==> src/rtl/bcd_sw_pkg.sv <==
// Shared types, constants and BCD helpers for the BCD stopwatch controller.
// Optional feature macro: BCD_STOPWATCH_AUTORELOAD_EN (see bcd_stopwatch_ctrl.sv).
package bcd_sw_pkg;

    typedef enum logic [1:0] {
        CMD_START = 2'b00,
        CMD_STOP  = 2'b01,
        CMD_CLEAR = 2'b10,
        CMD_LAP   = 2'b11
    } cmd_op_e;

    typedef enum logic [1:0] {
        ST_IDLE  = 2'b00,
        ST_RUN   = 2'b01,
        ST_PAUSE = 2'b10,
        ST_DONE  = 2'b11
    } sw_state_e;

    localparam logic [15:0] BCD_MAX  = 16'h9999;
    localparam logic [15:0] BCD_ZERO = 16'h0000;

    // True when every nibble is a legal decimal digit.
    function automatic logic bcd_is_valid(input logic [15:0] v);
        logic ok;
        ok = 1'b1;
        for (int i = 0; i < 4; i++) begin
            if (v[4*i +: 4] > 4'd9) ok = 1'b0;
        end
        return ok;
    endfunction

    // Four-digit BCD increment with ripple; 9999 rolls to 0000.
    function automatic logic [15:0] bcd_inc(input logic [15:0] v);
        logic [15:0] r;
        logic        c;
        r = v;
        c = 1'b1;
        for (int i = 0; i < 4; i++) begin
            if (c) begin
                if (v[4*i +: 4] == 4'd9) begin
                    r[4*i +: 4] = 4'd0;
                end else begin
                    r[4*i +: 4] = v[4*i +: 4] + 4'd1;
                    c = 1'b0;
                end
            end
        end
        return r;
    endfunction

endpackage

==> src/rtl/bcd_counter4.sv <==
// Four-digit BCD counter datapath with per-digit carry enables.
// ena[i] is high when inc is high and all digits below i are 9.
module bcd_counter4
    import bcd_sw_pkg::*;
(
    input  logic        clk,
    input  logic        reset_n,
    input  logic        clr,
    input  logic        inc,
    output logic [15:0] q,
    output logic [3:1]  ena
);

    logic [3:0]  adv;
    logic [15:0] q_d;

    // Carry chain: a digit advances when every lower digit is about to roll over.
    always_comb begin
        ena[1] = inc    && (q[3:0]   == 4'd9);
        ena[2] = ena[1] && (q[7:4]   == 4'd9);
        ena[3] = ena[2] && (q[11:8]  == 4'd9);
        adv    = {ena, inc};
    end

    // Next count: clear has priority over increment.
    always_comb begin
        q_d = q;
        if (clr) begin
            q_d = BCD_ZERO;
        end else begin
            for (int i = 0; i < 4; i++) begin
                if (adv[i]) begin
                    q_d[4*i +: 4] = (q[4*i +: 4] == 4'd9) ? 4'd0 : q[4*i +: 4] + 4'd1;
                end
            end
        end
    end

    // Count register.
    always_ff @(posedge clk or negedge reset_n) begin
        if (!reset_n) begin
            q <= BCD_ZERO;
        end else begin
            q <= q_d;
        end
    end

endmodule

==> src/rtl/bcd_stopwatch_ctrl.sv <==
// BCD stopwatch controller: command FSM, prescaler, limit register and lap slot.
// Define BCD_STOPWATCH_AUTORELOAD_EN to make a limit match reload 0000 and keep
// running (periodic timer) instead of stopping in DONE.
module bcd_stopwatch_ctrl
    import bcd_sw_pkg::*;
#(
    parameter int unsigned PRESCALE = 10
) (
    input  logic        clk,
    input  logic        reset_n,
    input  logic        cmd_valid,
    output logic        cmd_ready,
    input  logic [1:0]  cmd_op,
    input  logic [15:0] limit,
    output logic [15:0] q,
    output logic [1:0]  state,
    output logic        tick,
    output logic        done,
    output logic        wrap,
    output logic [15:0] lap_q,
    output logic        lap_valid,
    input  logic        lap_ready
);

    localparam int unsigned PW = (PRESCALE > 1) ? $clog2(PRESCALE) : 1;
    localparam logic [PW-1:0] PRE_LAST = PW'(PRESCALE - 1);

    sw_state_e   state_q, state_d;
    logic [PW-1:0] pre_q, pre_d;
    logic [15:0] limit_q, limit_d;
    cmd_op_e     op;
    logic        accept;
    logic        do_clear;
    logic        tick_now;
    logic        cnt_inc;
    logic        cnt_clr;
    logic        reload;
    logic        hit;
    logic        wrap_now;
    logic [15:0] q_next;
    logic [3:1]  cnt_ena;

    bcd_counter4 u_counter (
        .clk     (clk),
        .reset_n (reset_n),
        .clr     (cnt_clr),
        .inc     (cnt_inc),
        .q       (q),
        .ena     (cnt_ena)
    );

    // Handshake, tick generation and limit compare on the post-increment value.
    always_comb begin
        op        = cmd_op_e'(cmd_op);
        cmd_ready = !lap_valid || lap_ready;
        accept    = cmd_valid && cmd_ready;
        do_clear  = accept && (op == CMD_CLEAR);
        tick_now  = (state_q == ST_RUN) && (pre_q == PRE_LAST);
        // CLEAR beats a coincident tick.
        cnt_inc   = tick_now && !do_clear;
        q_next    = bcd_inc(q);
        // A non-BCD limit never matches, so the counter free-runs.
        hit       = cnt_inc && (limit_q != BCD_ZERO) && bcd_is_valid(limit_q)
                    && (q_next == limit_q);
        // ena[3] already implies the three lower digits are 9.
        wrap_now  = (&cnt_ena) && (q[15:12] == 4'd9);
        cnt_clr   = do_clear || reload;
    end

    // FSM next state, prescaler and limit latch.
    always_comb begin
        state_d = state_q;
        pre_d   = pre_q;
        limit_d = limit_q;
        reload  = 1'b0;

        if (state_q == ST_RUN) begin
            pre_d = tick_now ? '0 : pre_q + PW'(1);
        end

        if (hit) begin
`ifdef BCD_STOPWATCH_AUTORELOAD_EN
            reload = 1'b1;
`else
            state_d = ST_DONE;
`endif
        end

        if (accept) begin
            unique case (op)
                CMD_START: begin
                    if (state_q == ST_IDLE) begin
                        state_d = ST_RUN;
                        pre_d   = '0;
                        limit_d = limit;
                    end else if (state_q == ST_PAUSE) begin
                        state_d = ST_RUN;
                    end
                end
                CMD_STOP: begin
                    // A limit match in the same cycle wins over STOP.
                    if (state_q == ST_RUN && state_d == ST_RUN) state_d = ST_PAUSE;
                end
                CMD_CLEAR: begin
                    state_d = ST_IDLE;
                    pre_d   = '0;
                end
                CMD_LAP: begin
                end
            endcase
        end
    end

    // Control registers and registered event pulses.
    always_ff @(posedge clk or negedge reset_n) begin
        if (!reset_n) begin
            state_q <= ST_IDLE;
            pre_q   <= '0;
            limit_q <= BCD_ZERO;
            tick    <= 1'b0;
            done    <= 1'b0;
            wrap    <= 1'b0;
        end else begin
            state_q <= state_d;
            pre_q   <= pre_d;
            limit_q <= limit_d;
            tick    <= cnt_inc;
            done    <= hit;
            wrap    <= wrap_now;
        end
    end

    // Single-entry lap slot; a new LAP on the draining cycle keeps it full.
    always_ff @(posedge clk or negedge reset_n) begin
        if (!reset_n) begin
            lap_q     <= BCD_ZERO;
            lap_valid <= 1'b0;
        end else if (accept && op == CMD_LAP) begin
            lap_q     <= q;
            lap_valid <= 1'b1;
        end else if (lap_valid && lap_ready) begin
            lap_valid <= 1'b0;
        end
    end

    assign state = state_q;

endmodule

==> config.mk <==
export PLATFORM = sky130hd
export DESIGN_NAME = bcd_stopwatch_ctrl
export DESIGN_NICKNAME = d
export VERILOG_FILES = /design/src/rtl/bcd_sw_pkg.sv /design/src/rtl/bcd_counter4.sv /design/src/rtl/bcd_stopwatch_ctrl.sv
export SDC_FILE = /design/constraint.sdc
export NUM_CORES = 1
export LEC_CHECK = 0
export CAP_MARGIN = 20
export CELL_PAD_IN_SITES_DETAIL_PLACEMENT = 0
export CELL_PAD_IN_SITES_GLOBAL_PLACEMENT = 2
export CORE_MARGIN = 2
export CORE_UTILIZATION = 25
export DETAILED_ROUTE_END_ITERATION = 7
export GPL_TIMING_DRIVEN = 0
export HOLD_SLACK_MARGIN = 0.05
export PLACE_DENSITY_LB_ADDON = 0.15
export SYNTH_ARGS = -nofsm -noshare
export SYNTH_HDL_FRONTEND = slang
export SYNTH_SLANG_ARGS = --single-unit
==> constraint.sdc <==
create_clock -name clk -period 6.6 [get_ports clk]
set_clock_uncertainty 0.05 [all_clocks]
set_input_delay 1.32 -clock clk [delete_from_list [all_inputs] [get_ports clk]]
set_output_delay 1.32 -clock clk [all_outputs]
set_load 0.02 [all_outputs]
Word-level counts from Yosys, hierarchy flattened. Cells that the tools add are included.

Register bits after elaboration: 58. Input bits: 22. Output and inout bits: 39. Word-level logic and storage cells: 94.

Add/sub/neg operators: 5. $lt $le $gt $ge: 4. Eq/ne operators: 12. Mux-type cells: 34. Reduce and logical (&&, ||, !) cells: 27.

Operators with widths (number): 2-to-1 mux 4 bit (15); adder 4 x 1 -> 4 bit (second input constant) (5); equality test 4 bit (second input constant) (5); equality test 16 bit (1); > comparator 4 bit (second input constant) (4); 2-to-1 mux 16 bit (1); nonzero test 16 bit (1); logical AND 1 bit (14); 2-to-1 mux 1 bit (11); 2-to-1 mux 2 bit (5); nonzero test 2 bit (5); one-hot mux 4 bit (2 select lines) (1); equality test 2 x 1 -> 1 bit (second input constant) (3); equality test 2 bit (second input constant) (3); one-hot mux 2 bit (3 select lines) (1); AND reduction 3 bit (2); zero test 2 bit (2); zero test 1 bit (2); logical OR 1 bit (1).

Depth between registers and ports, before layout. Gate-level depths: netlist of run 1.

Word-level depth: 15. Mapped depth: 10. Mapped depth without buffers: 9.

Cells and area by module. From an unflattened synthesis of run 1, not the netlist that was laid out.

Cell total of the unflattened synthesis: 340. Area, all modules: 3405.8 sq um.

Modules (own cells, without submodules): bcd_stopwatch_ctrl (instances 1, cells each 237, area each 2427.3 sq um, seq. area each 1051.0 sq um); bcd_counter4 (instances 1, cells each 103, area each 978.4 sq um, seq. area each 400.4 sq um).

Worst setup path after synthesis of run 1. No wires, ideal clock.

Kind: input to register. Start point: input lap_ready. End point: register limit_q[10]. Setup time: 0.125 ns. Data arrival time: 2.835 ns. Required time: 6.425 ns. Path slack: 3.591 ns. Cell stages on the path: 6. Buffers on the path: 1. Cells stage by stage: nand2b_1 -> nand2_1 -> nor2_1 -> nand3_1 -> clkbuf_1 -> mux2_2.

Longest elaborated chain between the ends: 3.

Ends and longest elaborated chain: start, declared (RTL line bcd_stopwatch_ctrl.sv:22) `input logic lap_ready`; logical OR 1 bit (RTL line bcd_stopwatch_ctrl.sv:55) `cmd_ready = !lap_valid || lap_ready;`; logical AND 1 bit (RTL line bcd_stopwatch_ctrl.sv:56) `accept = cmd_valid && cmd_ready;`; AND reduction 3 bit (no source line); end signal, assigned (RTL line bcd_stopwatch_ctrl.sv:126) `limit_q <= limit_d;`; end, declared (RTL line bcd_stopwatch_ctrl.sv:30) `logic [15:0] limit_q, limit_d;`.

No other way between the ends. A chain may end at the register's enable or synchronous reset.

Worst setup path after layout of run 1.
Start point: input lap_ready. End point: output cmd_ready.

Longest elaborated chain between the ends: 1.

Ends and longest elaborated chain: logical OR 1 bit (RTL line bcd_stopwatch_ctrl.sv:55); end, declared (RTL line bcd_stopwatch_ctrl.sv:12) `output logic cmd_ready,`.

No other way between the ends.

==> impl_summary.md, run 1 <==
Status
The run finished with clean final reports.

GRT
The number of antenna violations at the first check in global routing was 0. The first global-routing pass estimated between 15 and 20 mm of wire. Entering global routing, the biggest net connects 59 pins. The aggregate global routing overflow is 0.

The via count of the first global-routing pass is 2792. Across every metal layer, demand over resource in global routing totals 0.147.

Timing
The share of the clock period used by the worst path after layout is 0.603. Setup violations remaining at the end of the flow were counted as 0. The final total negative setup slack is 0 ps.

Setup repair after global routing left no endpoint under its margin. For this run, the top clock speed supported by timing is around 0.25 GHz. The headroom to the max-slew limit is 0.488. The slew at the pin closest to its max-slew limit is 764 ps. The clock period minus worst slack is ~4000 ps.

The max-slew violation count is 0. The final-report hold violation count was 0. The final hold slack is 428 ps.

Worst setup path
The cell with the largest stage delay on the worst path is clkdlybuf4s50_1. Walking the worst path, the cells encountered are clkdlybuf4s50_1, nand2b_1, clkdlybuf4s50_1. Across all register-to-register paths, the minimum setup slack is between 3000 and 4000 ps.

By instance count, the cell type seen most on the critical path is clkdlybuf4s50_1. The worst register-to-register path ends at state[1]. For the worst setup path, the data required time is between 5000 and 6000 ps. The worst setup path is captured at an output pin.

In this run the critical register-to-register path is launched from u_counter.q[5]. The largest delay contributor family on the critical path is buffers and inverters. The stage delay of the slowest cell on the critical path is 640 ps.

The highest fanout seen on the critical path is 6. The setup path with the least slack is of type input pin to output pin. The arrival time at the worst endpoint is ~2600 ps. The number of cell instances on the worst register-to-register path is 10. The number of buffers and inverters on the critical path is 2. STA classifies the critical path startpoint as an input pin.

Final layout
The net total in the final layout is 451. The number of fill cells is roughly 1.4k. Leaving out fill and tap cells, the most frequent cell in the layout is clkdlybuf4s50_1.

The library cells used most frequently in the layout, excluding fill and tap cells, are clkdlybuf4s50_1 (59), dfrtp_1 (58), nand2_1 (30). The layout-stage area growth over the synthesis result is 32.9%. In the final layout, the share of cells above drive strength 1 is 0.132. 0 antenna diodes ended up in the layout. Summing all multi-input logic gate instances after layout gives ~1800 um2. In the final layout, flip-flops and latches occupy about 1500 um2.

Floorplan
The die outline area is roughly 15000 um2. In this run the count of I/O pins placed on the die edge is 61. For this configuration, the core starts out at a cell density of 0.256. The core area is approximately 13000 um2. Measured along the y axis, the die boundary spans 121 um. In this run the horizontal extent of the chip is roughly 120 um. The placement row count is 42.

Placement
During placement, the flow inserted port buffers numbering 60. The HPWL reported at the end of detailed placement is 7.45 mm. At the end of routability-driven placement, the weighted congestion stood at a little over 0.8.

Yosys
Synthesis instantiated 54 different standard cells from the library. The sequential element share of the synthesized area is 0.428. During synthesis, Yosys emitted a total of 0 warnings. The dominant synthesized flop cell is dfrtp_1. The average cell area after synthesis is 9.72 um2. The post-synthesis net count is between 300 and 400. The synthesized design contains 58 register bits.

Yosys mapped a number of flops with a built-in enable equal to 0. The gate count after technology mapping is 349. In this run the cell area of the synthesized design comes to around 3400 um2. The async set-reset flop share out of synthesis is 1.00.

CTS
The clock tree from TritonCTS is done. The clock tree root driver cell is clkbuf_16. The clock sink count is 58.

The post-CTS setup-driven buffer insertion count is 0. The quantity of hold-fixing buffers added after cts is 0. The clock insertion delay at the later pin of the skew report is approximately 330 ps. The maximum buffer depth of the clock tree is 2.

After clock tree synthesis, the clock-pin slew on the worst setup and hold paths is approximately 50 ps. Gates resized during post-CTS repair numbered 0. CTS built an H-tree with a depth of 3. The number of buffers added by the clock tree synthesis step is 9.

Drt
The uppermost layer routed is met4. The first detailed-routing pass took 4 iterations. The sum of met3 wire segment lengths after detailed routing is 342 um. After detailed routing, the number of remaining DRC violations is 0.

The routed layout has 2868 vias. The routed length on met1 is 5.11 mm. The number of DRC violations after detailed-routing iteration 0 is 140. After detailed routing, the met2 layer carries around 4.7 mm of wire. The wire length after detailed routing is approximately 10 mm. Using the TritonRoute via totals, the vias-per-cell ratio works out to ~4.8. The detail route stage leaves a number of antenna-violating nets equal to 0.

The average wire per cell in the routed design is 17.1 um.

Run
The total of max-cap violations is 0.

Power
Across the VDD grid, the largest voltage drop is between 150 and 200 uV. The standby leakage power is 1.87 nW. The power per standard cell area is approximately 250 nW/um2.

Worst hold path
The worst hold path was traced through 2 stages. The worst hold path terminates at lap_q[2]. The worst hold path begins at lap_q[2]. The min-delay analysis places its worst path in the category flip-flop to flip-flop.
[final cells by class]
| cell class | count | share of cell area |
|---|---|---|
| clock buffers | 11 | 0.0560 |
| multi-input cells | 262 | 0.401 |
| plain buffers | 17 | 0.0197 |
| well taps | 176 | 0.0488 |
| repair buffers | 61 | 0.134 |
| clock inverters | 3 | 0.00888 |
| flip-flops and latches | 58 | 0.322 |
| inverters | 12 | 0.00999 |
[where the power goes]
group	total [mW]	switching (mW)	internal, mW
Clock	0.465	0.158	0.307
Sequential	0.462	0.0637	0.398
Combinational	0.193	0.0916	0.101
[synth_stat cells (all sizes together), types with 3 or more instances]
library cell / n / area (um2)
a21oi: 13 / 65.1
a31oi: 5 / 31.3
nand4b: 3 / 32.5
xor2: 4 / 35.0
o21ai: 23 / 115
nor2b: 6 / 37.5
nand3: 10 / 50.1
xnor2: 11 / 96.3
o311ai: 3 / 26.3
nor3: 12 / 65.1
buf: 8 / 55.1
nand2: 30 / 113
mux2i: 10 / 100
inv: 12 / 45.0
ha: 8 / 100
a21o: 3 / 22.5
nand3b: 4 / 30.0
nand2b: 8 / 50.1
nor2: 29 / 109
nand4: 8 / 50.1
dfrtp: 58 / 1450
nor4: 8 / 65.1
clkbuf: 9 / 33.8
mux2: 25 / 282
and3b: 4 / 35.0
or3: 3 / 18.8
a211oi: 3 / 22.5
o21a: 3 / 22.5
[per-stage QoR]
stage                     worst slack, ps  instances  cell area [um2]  power [mW]   util
after floorplan                      3590        349             3390       0.579      -
after global placement               2070        585             4210       0.662  0.318
after detailed placement             2610        586             4220       0.662  0.318
after CTS                            2610        600             4510        1.14  0.341
after global routing                 2560        600             4510        1.18  0.341
final                                2620        600             4510        1.12  0.341
[per-layer routing]
metal	vias to the layer above	track usage
li1	1412	-
met1	1395	0.201
met2	53	0.225
met3	8	0.0406
met4	0	0.0509
met5	-	0
[logic make-up (layout without fill, tap and decap cells)]
family,after synthesis,count (layout),share of synthesized area
buf+inv,29,104,0.0395
simple gates,135,135,0.219
compound gates,69,69,0.133
mux,35,35,0.112
xor+xnor,15,15,0.0387
fa+ha+maj,8,8,0.0295
flops,58,58,0.428
[registers in the layout (all words and copies together), names as in the netlist]
name / cells
tick: 1
u_counter.q: 16
pre_q: 4
lap_q: 16
done: 1
lap_valid: 1
state: 2
limit_q: 16
wrap: 1
[how the worst max path moves through the flow]
| stage | start | endpoint | cells past startpoint |
|---|---|---|---|
| global placement | reset_n | u_counter.q[10] | 1 |
| global route | lap_ready | cmd_ready | 3 |
| CTS | lap_ready | cmd_ready | 3 |
| floorplan | lap_ready | limit_q[10] | 6 |
| detailed placement | lap_ready | cmd_ready | 3 |
| finish | lap_ready | cmd_ready | 3 |
[worst reg2reg max path, stage by stage (launching register included)]
cell      delay, ps
dfrtp_1         450
inv_1           160
ha_1            220
and3b_1         160
clkbuf_1        400
nand3_1         260
a221oi_1        360
nand4_1         120
and4bb_1        410
a311oi_1        120
nor4_1          250
Power figures use the tool's default switching activity.
==> run 2: changes to the inputs <==
==> constraint.sdc (replaced) <==
create_clock -name clk -period 4 [get_ports clk]
set_clock_uncertainty 0.05 [all_clocks]
set_input_delay 0.8 -clock clk [delete_from_list [all_inputs] [get_ports clk]]
set_output_delay 0.8 -clock clk [all_outputs]
set_load 0.02 [all_outputs]
==> results of run 2 <==
The final DEF is identical to that of run 1. Status: completed.
Main changes from that run: setup slack after placement 2610 ps -> 751 ps; setup slack after layout 2620 ps -> 946 ps; start point of the critical path lap_ready -> u_counter.q[5]; end point of the critical path cmd_ready -> state[1]; register-to-register setup slack 3550 ps -> 950 ps; total power 1.12 mW -> 1.85 mW; worst IR drop on VDD 184 uV -> 304 uV
